### src/rtl/token_divider_pkg.sv
// Shared constants for the token divider: statistic width and reset-time defaults.
package token_divider_pkg;
  localparam int STAT_W        = 8;
  localparam int CNT_W_DEF     = 4;
  localparam int RATIO_RST_DEF = 2;
  localparam int FIRST_RST_DEF = 1;
endpackage

### src/rtl/token_divider_if.sv
// Bus bundle for token_divider; pass_cnt exists only with TOKEN_DIVIDER_STATS_EN.
// Tokens have no backpressure: a[i]=1 for one cycle is one token, and b[i] is its
// same-cycle verdict. cfg_load is a single-cycle strobe sampled on the rising edge.
interface token_divider_if
  import token_divider_pkg::*;
#(
  parameter int CHANNELS = 4,
  parameter int CNT_W    = CNT_W_DEF
) ();
  logic                 cfg_load;
  logic [CNT_W-1:0]     cfg_ratio;
  logic                 cfg_first;
  logic [CHANNELS-1:0]  a;
  logic [CHANNELS-1:0]  b;
`ifdef TOKEN_DIVIDER_STATS_EN
  logic [CHANNELS*STAT_W-1:0] pass_cnt;
`endif

  modport master (
    output cfg_load, cfg_ratio, cfg_first, a,
`ifdef TOKEN_DIVIDER_STATS_EN
    input  pass_cnt,
`endif
    input  b
  );

  modport slave (
    input  cfg_load, cfg_ratio, cfg_first, a,
`ifdef TOKEN_DIVIDER_STATS_EN
    output pass_cnt,
`endif
    output b
  );
endinterface

### src/rtl/token_divider_chan.sv
// One token channel: group counter, same-cycle output gating and optional
// saturating pass statistic (TOKEN_DIVIDER_STATS_EN).
module token_divider_chan
  import token_divider_pkg::*;
#(
  parameter int CNT_W = CNT_W_DEF
) (
  input  logic             clk,
  input  logic             rst,
  input  logic             load,
  input  logic             a,
  input  logic             first,
  input  logic [CNT_W-1:0] ratio,
`ifdef TOKEN_DIVIDER_STATS_EN
  output logic [STAT_W-1:0] stat,
`endif
  output logic             b
);
  logic [CNT_W-1:0] cnt;
  logic [CNT_W-1:0] last;
  logic             open;
  logic             hit;

  // A zero ratio blocks the channel entirely, including the first-phase slot.
  assign open = (ratio != '0);
  assign last = ratio - CNT_W'(1);
  assign hit  = first ? (cnt == '0) : (cnt == last);
  assign b    = a & open & hit;

  always_ff @(posedge clk or negedge rst) begin
    if (!rst) begin
      cnt <= '0;
    end else if (load) begin
      cnt <= '0;
    end else if (a && open) begin
      cnt <= (cnt == last) ? '0 : cnt + CNT_W'(1);
    end
  end

`ifdef TOKEN_DIVIDER_STATS_EN
  always_ff @(posedge clk or negedge rst) begin
    if (!rst) begin
      stat <= '0;
    end else if (load) begin
      stat <= '0;
    end else if (b && (stat != '1)) begin
      stat <= stat + STAT_W'(1);
    end
  end
`endif
endmodule

### src/rtl/token_divider.sv
// Per-channel 1-of-N token divider with shared ratio/phase registers.
// Optional per-channel pass statistics with TOKEN_DIVIDER_STATS_EN.
module token_divider
  import token_divider_pkg::*;
#(
  parameter int CHANNELS  = 4,
  parameter int CNT_W     = CNT_W_DEF,
  parameter int RATIO_RST = RATIO_RST_DEF,
  parameter int FIRST_RST = FIRST_RST_DEF
) (
  input logic            clk,
  input logic            rst,
  token_divider_if.slave bus
);
  logic [CNT_W-1:0]    ratio_q;
  logic                first_q;
  logic [CHANNELS-1:0] b_vec;

  // A token in the load cycle is judged by the old ratio/phase; the channels
  // clear their counters on the same edge so it never joins the new group.
  always_ff @(posedge clk or negedge rst) begin
    if (!rst) begin
      ratio_q <= CNT_W'(RATIO_RST);
      first_q <= 1'(FIRST_RST);
    end else if (bus.cfg_load) begin
      ratio_q <= bus.cfg_ratio;
      first_q <= bus.cfg_first;
    end
  end

  for (genvar i = 0; i < CHANNELS; i++) begin : g_chan
    token_divider_chan #(
      .CNT_W (CNT_W)
    ) u_chan (
      .clk   (clk),
      .rst   (rst),
      .load  (bus.cfg_load),
      .a     (bus.a[i]),
      .first (first_q),
      .ratio (ratio_q),
`ifdef TOKEN_DIVIDER_STATS_EN
      .stat  (bus.pass_cnt[i*STAT_W +: STAT_W]),
`endif
      .b     (b_vec[i])
    );
  end

  assign bus.b = b_vec;
endmodule

### src/flat_wrapper.sv
// flat-port wrapper written by rule: the top's interface ports become plain ports
module token_divider_flat import token_divider_pkg::*;
#(
  parameter int CHANNELS  = 4,
  parameter int CNT_W     = CNT_W_DEF,
  parameter int RATIO_RST = RATIO_RST_DEF,
  parameter int FIRST_RST = FIRST_RST_DEF
)
  (clk, rst, bus_cfg_load, bus_cfg_ratio, bus_cfg_first, bus_a, bus_b);
  token_divider_if #(.CHANNELS(CHANNELS), .CNT_W(CNT_W)) bus_i ();
  input logic clk;
  input logic rst;
  input wire logic [$bits(bus_i.cfg_load)-1:0] bus_cfg_load;
  input wire logic [$bits(bus_i.cfg_ratio)-1:0] bus_cfg_ratio;
  input wire logic [$bits(bus_i.cfg_first)-1:0] bus_cfg_first;
  input wire logic [$bits(bus_i.a)-1:0] bus_a;
  output wire logic [$bits(bus_i.b)-1:0] bus_b;
  assign bus_i.cfg_load = bus_cfg_load;
  assign bus_i.cfg_ratio = bus_cfg_ratio;
  assign bus_i.cfg_first = bus_cfg_first;
  assign bus_i.a = bus_a;
  assign bus_b = bus_i.b;
  token_divider #(.CHANNELS(CHANNELS), .CNT_W(CNT_W), .RATIO_RST(RATIO_RST), .FIRST_RST(FIRST_RST)) u_core (.clk(clk), .rst(rst), .bus(bus_i));
endmodule
### config.mk
export PLATFORM = sky130hd
export DESIGN_NAME = token_divider_flat
export DESIGN_NICKNAME = d
export VERILOG_FILES = /design/src/rtl/token_divider_pkg.sv /design/src/rtl/token_divider_if.sv /design/src/rtl/token_divider_chan.sv /design/src/rtl/token_divider.sv /design/src/flat_wrapper.sv
export SDC_FILE = /design/constraint.sdc
export NUM_CORES = 1
export LEC_CHECK = 0
export BUFFER_PORTS_ARGS = -buffer_cell sky130_fd_sc_hd__buf_2
export CORE_UTILIZATION = 55
export DETAILED_ROUTE_END_ITERATION = 10
export PLACE_DENSITY = 0.77
export SYNTH_ARGS = -nofsm -noshare
export SYNTH_HDL_FRONTEND = slang
export SYNTH_SLANG_ARGS = --single-unit
### constraint.sdc
create_clock -name clk -period 4.2 [get_ports clk]
set_input_delay 1.26 -clock clk [delete_from_list [all_inputs] [get_ports clk]]
set_output_delay 1.26 -clock clk [all_outputs]
set_load 0.05 [all_outputs]
# --- Word level (Yosys, flattened, before mapping) ---
# Cells that the tools add are included.
word_totals:
  regBits: 21
  inputBits: 12
  output_inout_bits: 4
  word_cells: 52
op_classes:
  n_addsub: 5
  n_eq_ne: 4
  n_mux: 16
  bitwise: 8
  reduce_logical: 13
op_table:
  columns: ["op", "count"]
  rows:
  - ["4-bit two-way mux", 12]
  - ["4-bit by 1-bit adder with 4-bit output (second input constant)", 4]
  - ["4-bit equality test", 4]
  - ["4-bit zero test", 4]
  - ["1-bit AND", 8]
  - ["2-bit nonzero test", 4]
  - ["1-bit logical AND", 4]
  - ["1-bit two-way mux", 4]
  - ["4-bit nonzero test", 1]
  - ["4-bit by 1-bit subtractor with 4-bit output (second input constant)", 1]

# --- Longest topological paths before layout ---
# Gate-level depths: netlist of run 1.
logic_depth:
  ltp_word: 5
  depth_mapped: 8
  ltp_nobuf: 6

# --- Cells and area by module ---
# From an unflattened synthesis of run 1, not the netlist that was laid out.
unflattened:
  cells_unflattened: 170
  area_unflattened_um2: 1635.3
modules_own_cells:
  columns: ["module", "n_inst", "cells_each", "area_each_um2", "seq_area_each_um2"]
  rows:
  - ["token_divider_chan", 4, 40, 362.8, 100.1]
  - ["token_divider", 1, 10, 183.9, 127.6]

# --- Least setup slack after synthesis of run 1 ---
# OpenSTA, ideal clock, no wires.
synth_timing:
  kind: "flip-flop to output port"
  start: "reg u_core.ratio_q[1]"
  end: "out bus_b[0]"
  t_arrival_ps: 1911
  required_ps: 2940
  path_slack_ps: 1029
  stages_incl_launch_ff: 8
  path_buffers: 1
  cell_sequence: "dfstp_2 inv_1 ha_1 xor2_1 nand3_1 or3_1 a21oi_1 buf_4"
synth_via:
  elab_chain_cells: 4
  elab_cells_between_ends: 6
  classes_between: "add/sub (1); eq/ne (1); mux (1); bitwise (2); reduce/logical (1)"
synth_rtl:
  columns: ["item", "line", "rtl"]
  rows:
  - ["start: declaration", "token_divider.sv:15", "logic [CNT_W-1:0] ratio_q;"]
  - ["start signal: assignment", "token_divider.sv:23", "ratio_q <= CNT_W'(RATIO_RST);"]
  - ["start signal: assignment", "token_divider.sv:26", "ratio_q <= bus.cfg_ratio;"]
  - ["4-bit by 1-bit subtractor with 4-bit output", "token_divider_chan.sv:26", "assign last = ratio - CNT_W'(1);"]
  - ["4-bit equality test", "token_divider_chan.sv:27", "assign hit = first ? (cnt == '0) : (cnt == last);"]
  - ["1-bit two-way mux", "token_divider_chan.sv:27", null]
  - ["1-bit AND (*)", "token_divider_chan.sv:28", "assign b = a & open & hit;"]
  - ["end: declaration", "flat_wrapper.sv:17", "output wire logic [$bits(bus_i.b)-1:0] bus_b;"]
# Mark *: on every way between the ends. The rest lies on a longest branch, timed or not.

# --- Final worst setup path of run 1 ---
layout_timing:
  start: "reg u_core.ratio_q[0]"
  end: "out bus_b[0]"
# The elaborated chain is that of the path after synthesis.

==> impl_metrics.toml, run 1 <==
[power_and_ir_drop]
irDropWorstVdd_v = 0.000193
p_per_area_nw_per_um2 = 302
total_power_uw = 511
p_leak_uw = 0.000751

[sta]
setup_violations = 0
tns_ns = 0
worst_slew_pin_slew_ns = 0.486
fin_skew_ns = 0.00460
rsz0062_at_grt = "false"
relSlewSlack = 0.676
slew_viol_final = 0
min_period_ns = 3.87
fmax_ghz = 0.259
hold_viol = 0
period_share = 0.921

[detailed_routing]
drcViolationCount = 0
firstDrtPassIters = 4
drtIter0Drc = 53
antenna_left = 0
routed_wirelength_um = 3310
wire_per_inst_um = 15.6
vias = 1312
via_per_inst = 6.19

[die]
die_x_um = 56.4
ios = 16
core_um2 = 2780
initial_utilization = 0.585
fp-row-count = 19
dieArea_um2 = 3180
die_y_um = 56.4

[synthesis]
synth_enable_flop_cells = 0
synth_area_per_cell_um2 = 9.35
netlist_area_um2 = 1630
synthTopCellsByCount = "nand2_1, dfrtp_1, a21oi_1"
ys.flop_type = "dfrtp_1"
yosysWarnings = 0
yosysUniqueCellTypes = 26
ys_ff_latch = 21
synth.area.top_cells = "dfrtp_1, ha_1, o2111ai_1"
seq_area_frac_synth = 0.325
syn-num-nets = 196
yosysTopAreaCellShare = 0.292
synth_cells = 174
synthArstFlopShare = 1.00
yosysMostFrequentCell = "nand2_1"
yosysTopAreaCell = "dfrtp_1"

[placed_design]
gp_congestion = 0.785
placed_cells = 208
io_buffer_count = 15
dp_hpwl_um = 2250
placed_area_um2 = 1660

[global_route]
overflow = 0
grt_pass1_vias = 1242
grt_pass1_wl_um = 5650
grt_max_degree = 24
grtUsageTotal = 0.227
antenna_found_initial = 0

[worst_setup_path]
worstReg2RegEnd = "u_core.g_chan[0].u_chan.cnt[0]$_DFFE_PN0P_"
worstSetupEndpointType = "output pin"
cp.required_ns = 2.94
crit_path_end = "bus_b[0]"
cp_max_fo = 6
r2r_cells = 6
cp-start-kind = "flip-flop"
worstPathArrival_ns = 2.61
rrSetupSlack_ns = 2.20
path_class = "flip-flop to output pin"
crit_start = "u_core.ratio_q[0]$_DFFE_PN0P_"
rr_startpoint = "u_core.ratio_q[0]$_DFFE_PN0P_"

[layout]
nFillCells = 244
post-route-util = 0.607
n_antenna_cell = 0
instances_no_fill = 212
syn_to_final_growth_pct = 3.77
fin_nets = 204
final_cell_area_um2 = 1690
drive_gt1_frac = 0.160

[outcome]
run_status = "finished clean"

[clock_tree]
path_clk_slew_ns = 0.13
postCtsHoldBufs = 0
post_cts_buffers = 0
cts.repair.resized = 0
clock_sinks = 21
cts_tree = "done"
cts_buffers = 3
ctsLongestPathBuffers = 2
cts_root_buf = "clkbuf_4"
h-tree-depth = 1
worstSkewPairLatency_ns = 0.31

[hold_path]
hp-class = "flip-flop to flip-flop"

[flow_run]
maxCapViolCount = 0
per-layer routing:
metal  global-route usage  share of wire
met1                0.303           0.48
met5                    0              0
met3               0.0207          0.027
met2                0.391           0.48
met4               0.0732          0.015
worst min path at each step:
stage                               endpoint                           from  cells past startpoint  slack (ns)
2_1_floorplan  u_core.ratio_q[1]$_DFFE_PN1P_  u_core.ratio_q[1]$_DFFE_PN1P_                      2        0.51
3_3_place_gp   u_core.ratio_q[1]$_DFFE_PN1P_  u_core.ratio_q[1]$_DFFE_PN1P_                      2        0.53
3_5_place_dp   u_core.ratio_q[1]$_DFFE_PN1P_  u_core.ratio_q[1]$_DFFE_PN1P_                      2        0.57
4_1_cts        u_core.ratio_q[1]$_DFFE_PN1P_  u_core.ratio_q[1]$_DFFE_PN1P_                      2        0.60
5_1_grt        u_core.ratio_q[1]$_DFFE_PN1P_  u_core.ratio_q[1]$_DFFE_PN1P_                      2        0.60
6_report       u_core.ratio_q[1]$_DFFE_PN1P_  u_core.ratio_q[1]$_DFFE_PN1P_                      2        0.59
layout by cell type (no fill, tap or decap), drive strengths merged:
master / instances
a21oi: 16
a31oi: 4
buf: 15
clkbuf: 4
dfrtp: 19
dfstp: 2
ha: 10
inv: 10
mux2: 3
nand2: 22
nand2b: 4
nand3: 12
nand4b: 4
nor2: 8
o2111ai: 12
o211ai: 4
o21ai: 2
o2bb2ai: 4
or3: 5
or3b: 1
xnor2: 4
xnor3: 4
xor2: 12
registers in the layout, indices dropped and copies added, names as in the netlist:
register / flops
u_core.g_chan.u_chan.cnt: 16
u_core.ratio_q: 4
u_core.first_q: 1
power breakdown:
group | total, µW | internal, µW | switching, µW
combinational | 165 | 68.2 | 97.3
sequential | 241 | 217 | 24.7
clock | 104 | 37.1 | 66.5
total | 511 | 322 | 188
per-stage QoR:
step	worst slack, ns	hold WS [ns]
global route	0.159	0.604
detailed placement	0.695	0.573
finish	0.334	0.595
floorplan	1.03	0.510
global placement	0.803	0.533
CTS	0.333	0.600
area by class of cell:
cell class                 count  area [µm²]  area share
multi-input combinational    131         982       0.582
sequential                    21         528       0.313
timing repair buffer          15        75.1      0.0445
tap                           31        38.8      0.0230
inverter                      10        37.5      0.0222
clock buffer                   4        26.3      0.0156
critical path, stage by stage (launching register included):
cell and delay (ns):
dfrtp_1 0.52, inv_1 0.14, ha_1 0.31, xnor3_1 0.31, nand3_1 0.19, or3_1 0.41
a21oi_1 0.13, buf_2 0.28
kinds of logic (layout without fill, tap and decap cells):
| family | after synthesis | after routing | share of synthesized area |
|---|---|---|---|
| and+or+nand+nor | 56 | 56 | 0.171 |
| AOI/OAI and AO/OA | 42 | 42 | 0.175 |
| buffers and inverters | 22 | 29 | 0.0715 |
| DFF | 21 | 21 | 0.325 |
| xor gates and xnor gates | 20 | 20 | 0.160 |
| adders and majority gates | 10 | 10 | 0.0769 |
| muxes | 3 | 3 | 0.0208 |
No activity file was read; power rests on OpenSTA's default activity.
==> run 2: changes to the inputs <==
--- a/config.mk
+++ b/config.mk
@@ -11,4 +11,5 @@
 export PLACE_DENSITY = 0.77
 export SYNTH_ARGS = -nofsm -noshare
 export SYNTH_HDL_FRONTEND = slang
+export SYNTH_HIERARCHICAL = 1
 export SYNTH_SLANG_ARGS = --single-unit
==> run 2 against run 1 <==
  * Routed wire length up 8.9%
  * Largest cell class unchanged
  * Via count up 8.7%
  * Combinational power is 8% higher
  * Final area is 7.0% higher
  * Critical path type unchanged
==> impl_metrics.toml, run 2 <==
[layout]
largest_register_ffs = 16
syn_to_final_growth_pct = 10.5
nFillCells = 237
final_common_cell = "inv_1"
fin_nets = 218
regMostFlops = "u_core/g_chan.u_chan/cnt"
final_cell_mix = "inv_1, dfrtp_1, ha_1"
reg.largest.list = "u_core/g_chan.u_chan/cnt: 16 flops, u_core/ratio_q: 4 flops, u_core/first_q: 1 flops"
n_antenna_cell = 0
post-route-util = 0.650
final_cell_area_um2 = 1810
drive_gt1_frac = 0.180

[worst_setup_path]
cp-start-kind = "flip-flop"
rrSetupSlack_ns = 2.07
worstPathArrival_ns = 2.51
worstReg2RegEnd = "u_core/g_chan[3].u_chan/cnt[2]$_DFFE_PN0P_"
rr_startpoint = "u_core/ratio_q[0]$_DFFE_PN0P_"
cp.required_ns = 2.94
r2r_cells = 6
worstSetupEndpointType = "output pin"
path_class = "flip-flop to output pin"
cp_max_fo = 13

[synthesis]
yosysMostFrequentCell = "inv_1"
ys.flop_type = "dfrtp_1"
ys_ff_latch = 21
yosysTopAreaCellShare = 0.291
netlist_area_um2 = 1640
synthTopCellsByCount = "inv_1, dfrtp_1, ha_1"
yosysWarnings = 6
synth_cells = 170
synth.area.top_cells = "dfrtp_1, ha_1, xnor3_1"
synthArstFlopShare = 1.00
yosysUniqueCellTypes = 21
yosysTopAreaCell = "dfrtp_1"
synth_enable_flop_cells = 0
synth_area_per_cell_um2 = 9.62
syn-num-nets = 198
seq_area_frac_synth = 0.323

[placed_design]
gp_congestion = 0.860
dp_hpwl_um = 2610
io_buffer_count = 15
placed_area_um2 = 1780

[sta]
relSlewSlack = 0.546
worst_slew_pin_slew_ns = 0.681
fmax_ghz = 0.265
min_period_ns = 3.77
rsz0062_at_grt = "false"
fin_skew_ns = 0.00454
slew_viol_final = 0
hold_viol = 0
setup_violations = 0
period_share = 0.899
tns_ns = 0

[global_route]
grtUsageTotal = 0.249
grt_pass1_wl_um = 6290
grt_pass1_vias = 1453
grt_max_degree = 22
overflow = 0
antenna_found_initial = 0

[power_and_ir_drop]
p_per_area_nw_per_um2 = 291
p_leak_uw = 0.000828
total_power_uw = 525
irDropWorstVdd_v = 0.000261

[hold_path]
min-delay-start = "u_core/g_chan[2].u_chan/cnt[1]$_DFFE_PN0P_"
hold_path_end = "u_core/g_chan[2].u_chan/cnt[1]$_DFFE_PN0P_"
whs_path_depth = 2
hp-class = "flip-flop to flip-flop"

[detailed_routing]
firstDrtPassIters = 4
antenna_left = 0
wire_per_inst_um = 16.4
via_per_inst = 6.48
vias = 1426
routed_wirelength_um = 3600
drcViolationCount = 0
drtIter0Drc = 82

[clock_tree]
cts_buffers = 3
cts.repair.resized = 0
h-tree-depth = 1
ctsLongestPathBuffers = 2
clock_sinks = 21
postCtsHoldBufs = 0
cts_tree = "done"
worstSkewPairLatency_ns = 0.29
path_clk_slew_ns = 0.12
post_cts_buffers = 0
cts_root_buf = "clkbuf_4"

[outcome]
run_status = "finished clean"

[die]
die_x_um = 56.5
initial_utilization = 0.588
ios = 16
die_y_um = 56.5
dieArea_um2 = 3200
fp-row-count = 19
core_um2 = 2780

[flow_run]
maxCapViolCount = 0
==> run 2: cells by family (layout without fill, tap and decap cells) <==
| logic type | Yosys count | count (layout) | synth area share |
|---|---|---|---|
| multiplexers | 13 | 13 | 0.0834 |
| adder cells (fa/ha/maj) | 16 | 16 | 0.122 |
| AND/OR/NAND/NOR | 48 | 48 | 0.144 |
| buffers and inverters | 20 | 39 | 0.0459 |
| flip-flops | 21 | 21 | 0.323 |
| XOR/XNOR | 20 | 20 | 0.141 |
| AO/OA/AOI/OAI | 32 | 32 | 0.141 |
==> run 2: where the power goes <==
group          leakage, µW  switching (µW)  internal (µW)  total [µW]
Combinational     0.000535             101           78.1         179
Clock            0.0000177            58.1           35.4        93.5
Sequential        0.000275            37.0            216         253
Total             0.000828             196            330         525
==> run 2: worst max-delay path by stage <==
stage	from	slack [ns]	cells after the start	to
after floorplan	bus_a[0]	0.52	2	bus_b[0]
after global placement	bus_a[2]	0.82	4	bus_b[2]
after global routing	u_core/ratio_q[0]$_DFFE_PN0P_	0.25	6	bus_b[3]
after CTS	u_core/ratio_q[0]$_DFFE_PN0P_	0.40	6	bus_b[3]
final	u_core/ratio_q[0]$_DFFE_PN0P_	0.43	6	bus_b[3]
after detailed placement	u_core/ratio_q[0]$_DFFE_PN0P_	0.75	6	bus_b[3]
==> run 2: layout make-up <==
cell class	count	area, µm²	area share
tap	31	38.8	0.0215
clock buffer	3	22.5	0.0125
inverter	20	75.1	0.0416
multi-input combinational	129	1060	0.588
clock inverter	1	5.00	0.00277
timing repair buffer	15	75.1	0.0416
sequential	21	528	0.292
==> run 2: per-layer routing <==
metal / global-route usage / share of wire
met3: 0.0207 / 0.042
met4: 0.101 / 0.018
met5: 0 / 0
met1: 0.296 / 0.41
met2: 0.457 / 0.53
==> run 2: through the flow <==
step / cells / worst slack (ns) / hold WS [ns]
finish: 220 / 0.425 / 0.645
global route: 220 / 0.251 / 0.670
CTS: 220 / 0.401 / 0.641
detailed placement: 216 / 0.746 / 0.621
global placement: 216 / 0.818 / 0.618
floorplan: 170 / 0.521 / 0.567
==> run 2: critical path: stages, from the launching register on <==
cell,delay (ns)
dfrtp_1,0.66
inv_1,0.13
ha_1,0.22
xnor3_1,0.38
nand3_1,0.19
o41ai_2,0.32
buf_2,0.31
